<file path="src/rtl/mem_access_ctrl_if.sv">
// mem_access_ctrl_if
//   Word-addressed req/ack data bus between the MEM-stage access controller
//   (master) and a data-memory slave.
//   bus_req   master->slave  request, held until ack or abort
//   bus_we    master->slave  1 = write
//   bus_addr  master->slave  word address (byte address [31:2])
//   bus_be    master->slave  byte enables
//   bus_wdata master->slave  lane-replicated store data
//   bus_rdata slave->master  read data, valid with bus_ack
//   bus_ack   slave->master  completion
interface mem_access_ctrl_if;
  logic        bus_req;
  logic        bus_we;
  logic [29:0] bus_addr;
  logic [3:0]  bus_be;
  logic [31:0] bus_wdata;
  logic [31:0] bus_rdata;
  logic        bus_ack;

  modport master (
    output bus_req, bus_we, bus_addr, bus_be, bus_wdata,
    input  bus_rdata, bus_ack
  );

  modport slave (
    input  bus_req, bus_we, bus_addr, bus_be, bus_wdata,
    output bus_rdata, bus_ack
  );
endinterface

</file>
<file path="src/rtl/mem_access_ctrl.sv">
// mem_access_ctrl
//   MEM-stage data-memory access controller. Accepts EX-stage load/store
//   requests, runs one req/ack bus transaction while stalling the pipeline,
//   and returns the aligned, sign/zero-extended load word.
//   Optional feature macro: MEM_ACCESS_MISALIGN_EXC_EN
//     defined   : misaligned H/W accesses are refused and flagged on misalign_exc
//     undefined : misaligned addresses are forced aligned and proceed
// Ports
//   clk, reset (async, active low)
//   ex_en/ex_load/ex_store/ex_funct3/ex_alu_out/ex_store_data : EX request
//   stall           : freeze IF..EX and EX/MEM register
//   mem_data_to_gpr : extended load data, valid with mem_done
//   mem_done        : 1-cycle completion pulse
//   bus_err         : 1-cycle pulse with mem_done on timeout abort
//   misalign_exc    : misaligned access flag (IDLE, combinational)
//   bus             : master side of mem_access_ctrl_if
// Parameters
//   TIMEOUT : BUSY cycles without bus_ack before abort (>= 2)
module mem_access_ctrl #(
  parameter int TIMEOUT = 16
) (
  input  logic               clk,
  input  logic               reset,
  input  logic               ex_en,
  input  logic               ex_load,
  input  logic               ex_store,
  input  logic [2:0]         ex_funct3,
  input  logic [31:0]        ex_alu_out,
  input  logic [31:0]        ex_store_data,
  output logic               stall,
  output logic [31:0]        mem_data_to_gpr,
  output logic               mem_done,
  output logic               bus_err,
  output logic               misalign_exc,
  mem_access_ctrl_if.master  bus
);

  localparam int CW = $clog2(TIMEOUT);

  typedef enum logic [1:0] {S_IDLE, S_BUSY, S_DONE} state_e;
  state_e state_q, state_d;

  // request decode
  logic        req, is_h, is_w, accept, timeout;
  logic [31:0] addr_eff;
  logic [3:0]  be_d;
  logic [3:0][7:0] wdata_d;

  // transaction latches
  logic [29:0]     addr_q;
  logic [1:0]      lo_q;
  logic [3:0]      be_q;
  logic            we_q;
  logic [3:0][7:0] wdata_q;
  logic [2:0]      f3_q;
  logic [CW-1:0]   cnt_q;
  logic            err_q;

  // load extraction
  logic [7:0]  ld_b;
  logic [15:0] ld_h;
  logic [31:0] ld_ext;

  assign req  = ex_en & (ex_load | ex_store);
  // funct3 x1x is a word (covers 010/011/110/111); x01 is a halfword
  assign is_w = ex_funct3[1];
  assign is_h = ~ex_funct3[1] & ex_funct3[0];

`ifdef MEM_ACCESS_MISALIGN_EXC_EN
  logic misal;
  assign misal        = (is_h & ex_alu_out[0]) | (is_w & (ex_alu_out[1:0] != 2'b00));
  assign addr_eff     = ex_alu_out;
  assign misalign_exc = (state_q == S_IDLE) & req & misal;
  assign accept       = (state_q == S_IDLE) & req & ~misal;
`else
  // silently drop the low address bits that the access size cannot use
  assign addr_eff     = {ex_alu_out[31:2], ex_alu_out[1] & ~is_w, ex_alu_out[0] & ~is_h & ~is_w};
  assign misalign_exc = 1'b0;
  assign accept       = (state_q == S_IDLE) & req;
`endif

  always_comb begin
    be_d = 4'b0001 << addr_eff[1:0];
    if (is_w)      be_d = 4'b1111;
    else if (is_h) be_d = addr_eff[1] ? 4'b1100 : 4'b0011;
  end

  // store data replicated across byte lanes so the slave can take any lane
  for (genvar i = 0; i < 4; i++) begin : g_lane
    assign wdata_d[i] = is_w ? ex_store_data[8*i +: 8] :
                        is_h ? ex_store_data[8*(i%2) +: 8] :
                               ex_store_data[7:0];
  end

  assign timeout = (cnt_q == CW'(TIMEOUT-1));

  always_comb begin
    ld_b = bus.bus_rdata[{lo_q, 3'b000} +: 8];
    ld_h = lo_q[1] ? bus.bus_rdata[31:16] : bus.bus_rdata[15:0];
    case (f3_q)
      3'b000:  ld_ext = {{24{ld_b[7]}}, ld_b};
      3'b100:  ld_ext = {24'd0, ld_b};
      3'b001:  ld_ext = {{16{ld_h[15]}}, ld_h};
      3'b101:  ld_ext = {16'd0, ld_h};
      default: ld_ext = bus.bus_rdata;
    endcase
  end

  always_ff @(posedge clk or negedge reset) begin
    if (!reset) state_q <= S_IDLE;
    else        state_q <= state_d;
  end

  always_comb begin
    state_d       = state_q;
    stall         = 1'b0;
    mem_done      = 1'b0;
    bus_err       = 1'b0;
    bus.bus_req   = 1'b0;
    bus.bus_we    = 1'b0;
    bus.bus_addr  = '0;
    bus.bus_be    = '0;
    bus.bus_wdata = '0;
    case (state_q)
      S_IDLE: begin
        stall = accept;
        if (accept) state_d = S_BUSY;
      end
      S_BUSY: begin
        stall         = 1'b1;
        bus.bus_req   = 1'b1;
        bus.bus_we    = we_q;
        bus.bus_addr  = addr_q;
        bus.bus_be    = be_q;
        bus.bus_wdata = wdata_q;
        if (bus.bus_ack || timeout) state_d = S_DONE;
      end
      S_DONE: begin
        mem_done = 1'b1;
        bus_err  = err_q;
        state_d  = S_IDLE;
      end
      default: state_d = S_IDLE;
    endcase
  end

  always_ff @(posedge clk or negedge reset) begin
    if (!reset) begin
      addr_q          <= '0;
      lo_q            <= '0;
      be_q            <= '0;
      we_q            <= 1'b0;
      wdata_q         <= '0;
      f3_q            <= '0;
      cnt_q           <= '0;
      err_q           <= 1'b0;
      mem_data_to_gpr <= '0;
    end else begin
      if (accept) begin
        addr_q  <= addr_eff[31:2];
        lo_q    <= addr_eff[1:0];
        be_q    <= be_d;
        we_q    <= ex_store & ~ex_load;  // load+store together is a load
        wdata_q <= wdata_d;
        f3_q    <= ex_funct3;
      end
      case (state_q)
        S_BUSY: begin
          cnt_q <= cnt_q + CW'(1);
          // ack on the last allowed cycle still completes normally
          if (bus.bus_ack) begin
            mem_data_to_gpr <= we_q ? 32'd0 : ld_ext;
            err_q           <= 1'b0;
          end else if (timeout) begin
            mem_data_to_gpr <= 32'd0;
            err_q           <= 1'b1;
          end
        end
        S_DONE: cnt_q <= '0;
        default: begin
          cnt_q <= '0;
          err_q <= 1'b0;
        end
      endcase
    end
  end

endmodule

</file>
<file path="src/flat_wrapper.sv">
// flat-port wrapper written by rule: the top's interface ports become plain ports
module mem_access_ctrl_flat 
#(
  parameter int TIMEOUT = 16
)
  (clk, reset, ex_en, ex_load, ex_store, ex_funct3, ex_alu_out, ex_store_data, stall, mem_data_to_gpr, mem_done, bus_err, misalign_exc, bus_bus_req, bus_bus_we, bus_bus_addr, bus_bus_be, bus_bus_wdata, bus_bus_rdata, bus_bus_ack);
  mem_access_ctrl_if bus_i ();
  input  logic clk;
  input  logic reset;
  input  logic ex_en;
  input  logic ex_load;
  input  logic ex_store;
  input  logic [2:0] ex_funct3;
  input  logic [31:0] ex_alu_out;
  input  logic [31:0] ex_store_data;
  output logic stall;
  output logic [31:0] mem_data_to_gpr;
  output logic mem_done;
  output logic bus_err;
  output logic misalign_exc;
  output wire logic [$bits(bus_i.bus_req)-1:0] bus_bus_req;
  output wire logic [$bits(bus_i.bus_we)-1:0] bus_bus_we;
  output wire logic [$bits(bus_i.bus_addr)-1:0] bus_bus_addr;
  output wire logic [$bits(bus_i.bus_be)-1:0] bus_bus_be;
  output wire logic [$bits(bus_i.bus_wdata)-1:0] bus_bus_wdata;
  input wire logic [$bits(bus_i.bus_rdata)-1:0] bus_bus_rdata;
  input wire logic [$bits(bus_i.bus_ack)-1:0] bus_bus_ack;
  assign bus_bus_req = bus_i.bus_req;
  assign bus_bus_we = bus_i.bus_we;
  assign bus_bus_addr = bus_i.bus_addr;
  assign bus_bus_be = bus_i.bus_be;
  assign bus_bus_wdata = bus_i.bus_wdata;
  assign bus_i.bus_rdata = bus_bus_rdata;
  assign bus_i.bus_ack = bus_bus_ack;
  mem_access_ctrl #(.TIMEOUT(TIMEOUT)) u_core (.clk(clk), .reset(reset), .ex_en(ex_en), .ex_load(ex_load), .ex_store(ex_store), .ex_funct3(ex_funct3), .ex_alu_out(ex_alu_out), .ex_store_data(ex_store_data), .stall(stall), .mem_data_to_gpr(mem_data_to_gpr), .mem_done(mem_done), .bus_err(bus_err), .misalign_exc(misalign_exc), .bus(bus_i));
endmodule
</file>
<file path="config.mk">
export PLATFORM = sky130hd
export DESIGN_NAME = mem_access_ctrl_flat
export DESIGN_NICKNAME = d
export VERILOG_FILES = /design/src/rtl/mem_access_ctrl_if.sv /design/src/rtl/mem_access_ctrl.sv /design/src/flat_wrapper.sv
export SDC_FILE = /design/constraint.sdc
export NUM_CORES = 1
export LEC_CHECK = 0
export ABC_CLOCK_PERIOD_IN_PS = 1500
export BUFFER_PORTS_ARGS = -buffer_cell sky130_fd_sc_hd__buf_2
export CAP_MARGIN = 0
export CORE_MARGIN = 10
export CORE_UTILIZATION = 45
export CTS_CLUSTER_DIAMETER = 150
export CTS_CLUSTER_SIZE = 20
export DETAILED_ROUTE_END_ITERATION = 7
export PLACE_DENSITY = 0.77
export SETUP_SLACK_MARGIN = 0.5
export SLEW_MARGIN = 20
export SYNTH_ARGS = -nofsm -noshare
export SYNTH_HDL_FRONTEND = slang
export SYNTH_SLANG_ARGS = --single-unit
</file>
<file path="constraint.sdc">
create_clock -name clk -period 1.5 [get_ports clk]
set_input_delay 0.15 -clock clk [delete_from_list [all_inputs] [get_ports clk]]
set_output_delay 0.15 -clock clk [all_outputs]
set_load 0.05 [all_outputs]
</file>
==> flow_metrics.tcl <==
set metrics [dict create \
    layout-drive-gt1-share 0.580 \
    outcome "complete, but fails checks" \
    max_cap_violations 0 \
    post-route-worst-setup-slack_ps -149 \
    mostFrequentLayoutCells "dfrtp_1, buf_2, buf_6, and2_4, buf_4" \
    total_leakage_power_nw 4.25 \
    synth_enable_flop_cells 0 \
    detail_route.wirelength_mm 20.7 \
    floorplan.rows 40 \
    fp.coreArea_sq_um 12000 \
    postSynthRegisterBits 111 \
    syn-instance-count 516 \
    hold_slack_final_ps 5.35 \
    critical_path.max_stage_delay_ps 460 \
    grt_antenna_before_repair 2 \
    power-per-cell-area_nw_per_um2 1900 \
    initial_util 0.461 \
    worst_clock_skew_ps 13.9 \
    grt_start_max_net_pins 41 \
    slew_violations 0 \
    cp_launch_type "flip-flop" \
    rsz0062_at_grt "yes" \
    first_global_vias 5450 \
    drt_iter0_drcs 447 \
    via_count 5319 \
    clkSlewWorstSetupHoldPaths_ps 70 \
    globalRouteOverflowTotal 0 \
    boundaryPins 209 \
    syn_area_per_cell_sq_um 10.7 \
    r2r_start "u_core.state_q[1]" \
    hpwl_detailed_mm 12.8 \
    num_antenna_cells 0 \
    compound_cell_area_share_of_the_yosys_netlist 0.141 \
    post_synth_cell_types 46 \
    io_buffer_count 207 \
    timing.hold.worst_endpoint "u_core.addr_q[19]" \
    grt_first_pass_wirelength_mm 29.2 \
    numCtsBuffers 9 \
    critPathSlowestCell "dfrtp_2" \
    ff2ff_setup_slack_ps -110 \
    critical_path_buf_inv_count 3 \
    worst_path_dominant_cell_family "flip-flops" \
    vdd_ir_drop_max_v 0.00105 \
    antenna_violating_nets_post_route 0 \
    timing.rr.end "u_core.addr_q[3]" \
    postSynth.topFlopCell "dfrtp_1" \
    setup-violations-final 146 \
    min-delay-start "ex_alu_out[21]" \
    clock_sink_count 111 \
    tritoncts "built" \
    syn-num-nets 622 \
    yosys_warnings 0 \
    layout_worst_path_cycle_share 1.10 \
    cp_data_required_time_ps 1350 \
    drc_violations_left 0 \
    wire_per_inst_microns 22.5 \
    layout.core_utilization 0.749 \
    violated_checks "negative setup slack" \
    clock_tree.htree_level_count 3 \
    clock.fmax_mhz 606 \
    die_area_sq_um 17100 \
    grt_use_total 0.219 \
    gpl.final_weighted_congestion 0.881 \
    share_of_synthesized_area_occupied_by_flip_flops_and_latches 0.501 \
    type_of_the_worst_setup_path "reg -> out" \
    crit_path_max_fanout 19 \
    synthArstFlopShare 1.00 \
    area_growth_pct 62.4 \
    timing.hold.worst.class "in -> reg" \
    combined_area_of_all_synthesized_cells_sq_um 5540 \
    synth_top_family_by_area "simple AND/OR/NAND/NOR gates" \
    worstPathCellList "nand2b_4, inv_8, buf_12, and2_2, buf_6" \
    drt-pass1-iter-count 5 \
    cp_num_cells 5 \
    layout.cells.most_common "dfrtp_1" \
    post_synth_and_or_nand_nor_area_fraction 0.159 \
    synth_mux_area_frac 0.148 \
    cts.root.buffer_cell "clkbuf_16" \
    finalWorstPathRequiredPeriod_ps 1650 \
    die_height_microns 131 \
    clock_buffer_depth 2 \
    rr_worst_depth 6 \
    synth_fa_ha_area_frac 0.00226 \
    min_delay_path_depth 2 \
    chip_width_microns 131 \
    layout.nets 875 \
    startpoint "u_core.state_q[0]" \
    timing.critical_path.to_type "output port" \
    worst_ep_arrival_time_ps 1500 \
    final_hold_viol_count 0 \
    average_vias_per_placed_instance 5.78 \
    post_synth_xor_area_fraction 0.00316 \
    insertion_delay_ps 360 \
]
power by group:
group,internal (mW),switching [mW],total (mW),leakage (nW)
combinational,4.24,5.26,9.51,2.72
sequential,4.12,0.828,4.95,1.37
clock,1.51,1.13,2.65,0.160
total,9.88,7.23,17.1,4.25
what timing repair did:
action	CTS	global route
hold buffers	1	0
gates resized for setup	213	147
buffers inserted	7	29
setup endpoints to repair	211	236
pin swaps	14	12
hold endpoints to repair	32	0
cloned	7	1
worst register-to-register path, stage by stage, from the launching register on:
cell	delay, ps
dfrtp_1	380
buf_4	150
nor3b_4	250
o21ai_4	130
buf_6	140
clkbuf_16	160
mux2_2	280
per-layer routing:
metal / routed length, microns / track usage / vias up
li1: - / - / 2306
met1: 7280 / 0.239 / 2613
met2: 10300 / 0.369 / 317
met3: 2280 / 0.0898 / 79
met4: 823 / 0.0948 / 4
met5: 27 / 0 / -
stage by stage:
stage	cells	worst slack, ps	setup TNS, ps	power, mW	instance area, sq um
final	921	-149	-11000	17.1	9000
after global routing	921	-194	-20230	17.7	9000
after CTS	891	-145	-13110	15.6	8370
after detailed placement	860	-135	-3620	11.8	7090
after global placement	860	-57.1	-872	11.6	7090
after floorplan	516	15.6	0	9.96	5770
synth_stat cells (2+ instances only):
cell        n  area share
dfrtp_1   111        0.50
and2_1     68       0.077
nand2_1    46       0.031
o21ai_0    38       0.034
a21oi_1    32       0.029
mux2i_1    32       0.058
mux2_1     24       0.049
clkbuf_1   17       0.012
mux2_2     17       0.035
nor2_1     15       0.010
buf_2      11      0.0099
nor2b_1    11       0.012
a221o_2    10       0.020
a22o_1      9       0.014
o22ai_1     9       0.010
buf_6       7       0.014
a221o_1     6       0.011
o21ai_1     6      0.0054
or3_1       6      0.0068
nand2b_1    5      0.0056
buf_4       4      0.0054
inv_1       4      0.0027
o31ai_1     3      0.0041
inv_2       2      0.0014
o21ai_2     2      0.0032
area by class of cell:
cell class,count,area (sq um)
clock buffers,11,243
clock inverters,5,78.8
fillers,704,3020
inverters,6,36.3
multi-input cells,361,2910
flip-flops and latches,111,2780
well taps,147,184
repair buffers,280,2760
how the worst max path moves through the flow:
| stage | to |
|---|---|
| global route | bus_bus_addr[22] |
| CTS | bus_bus_addr[21] |
| global placement | u_core.mem_data_to_gpr[29] |
| detailed placement | u_core.mem_data_to_gpr[24] |
| finish | bus_bus_wdata[9] |
| floorplan | u_core.f3_q[0] |
cells by family after synthesis:
family	after synthesis
other	1
xor gates and xnor gates	2
muxes	75
AOI/OAI and AO/OA	120
adders and majority gates	1
DFF	111
buffers and inverters	45
and+or+nand+nor	161
registers in the layout, summed over array words and instances (netlist names):
signal                  cells
u_core.state_q              2
u_core.wdata_q             32
u_core.cnt_q                4
u_core.mem_data_to_gpr     32
u_core.be_q                 4
u_core.lo_q                 2
u_core.err_q                1
u_core.addr_q              30
u_core.f3_q                 3
u_core.we_q                 1
(Power assumes the default switching activity.)
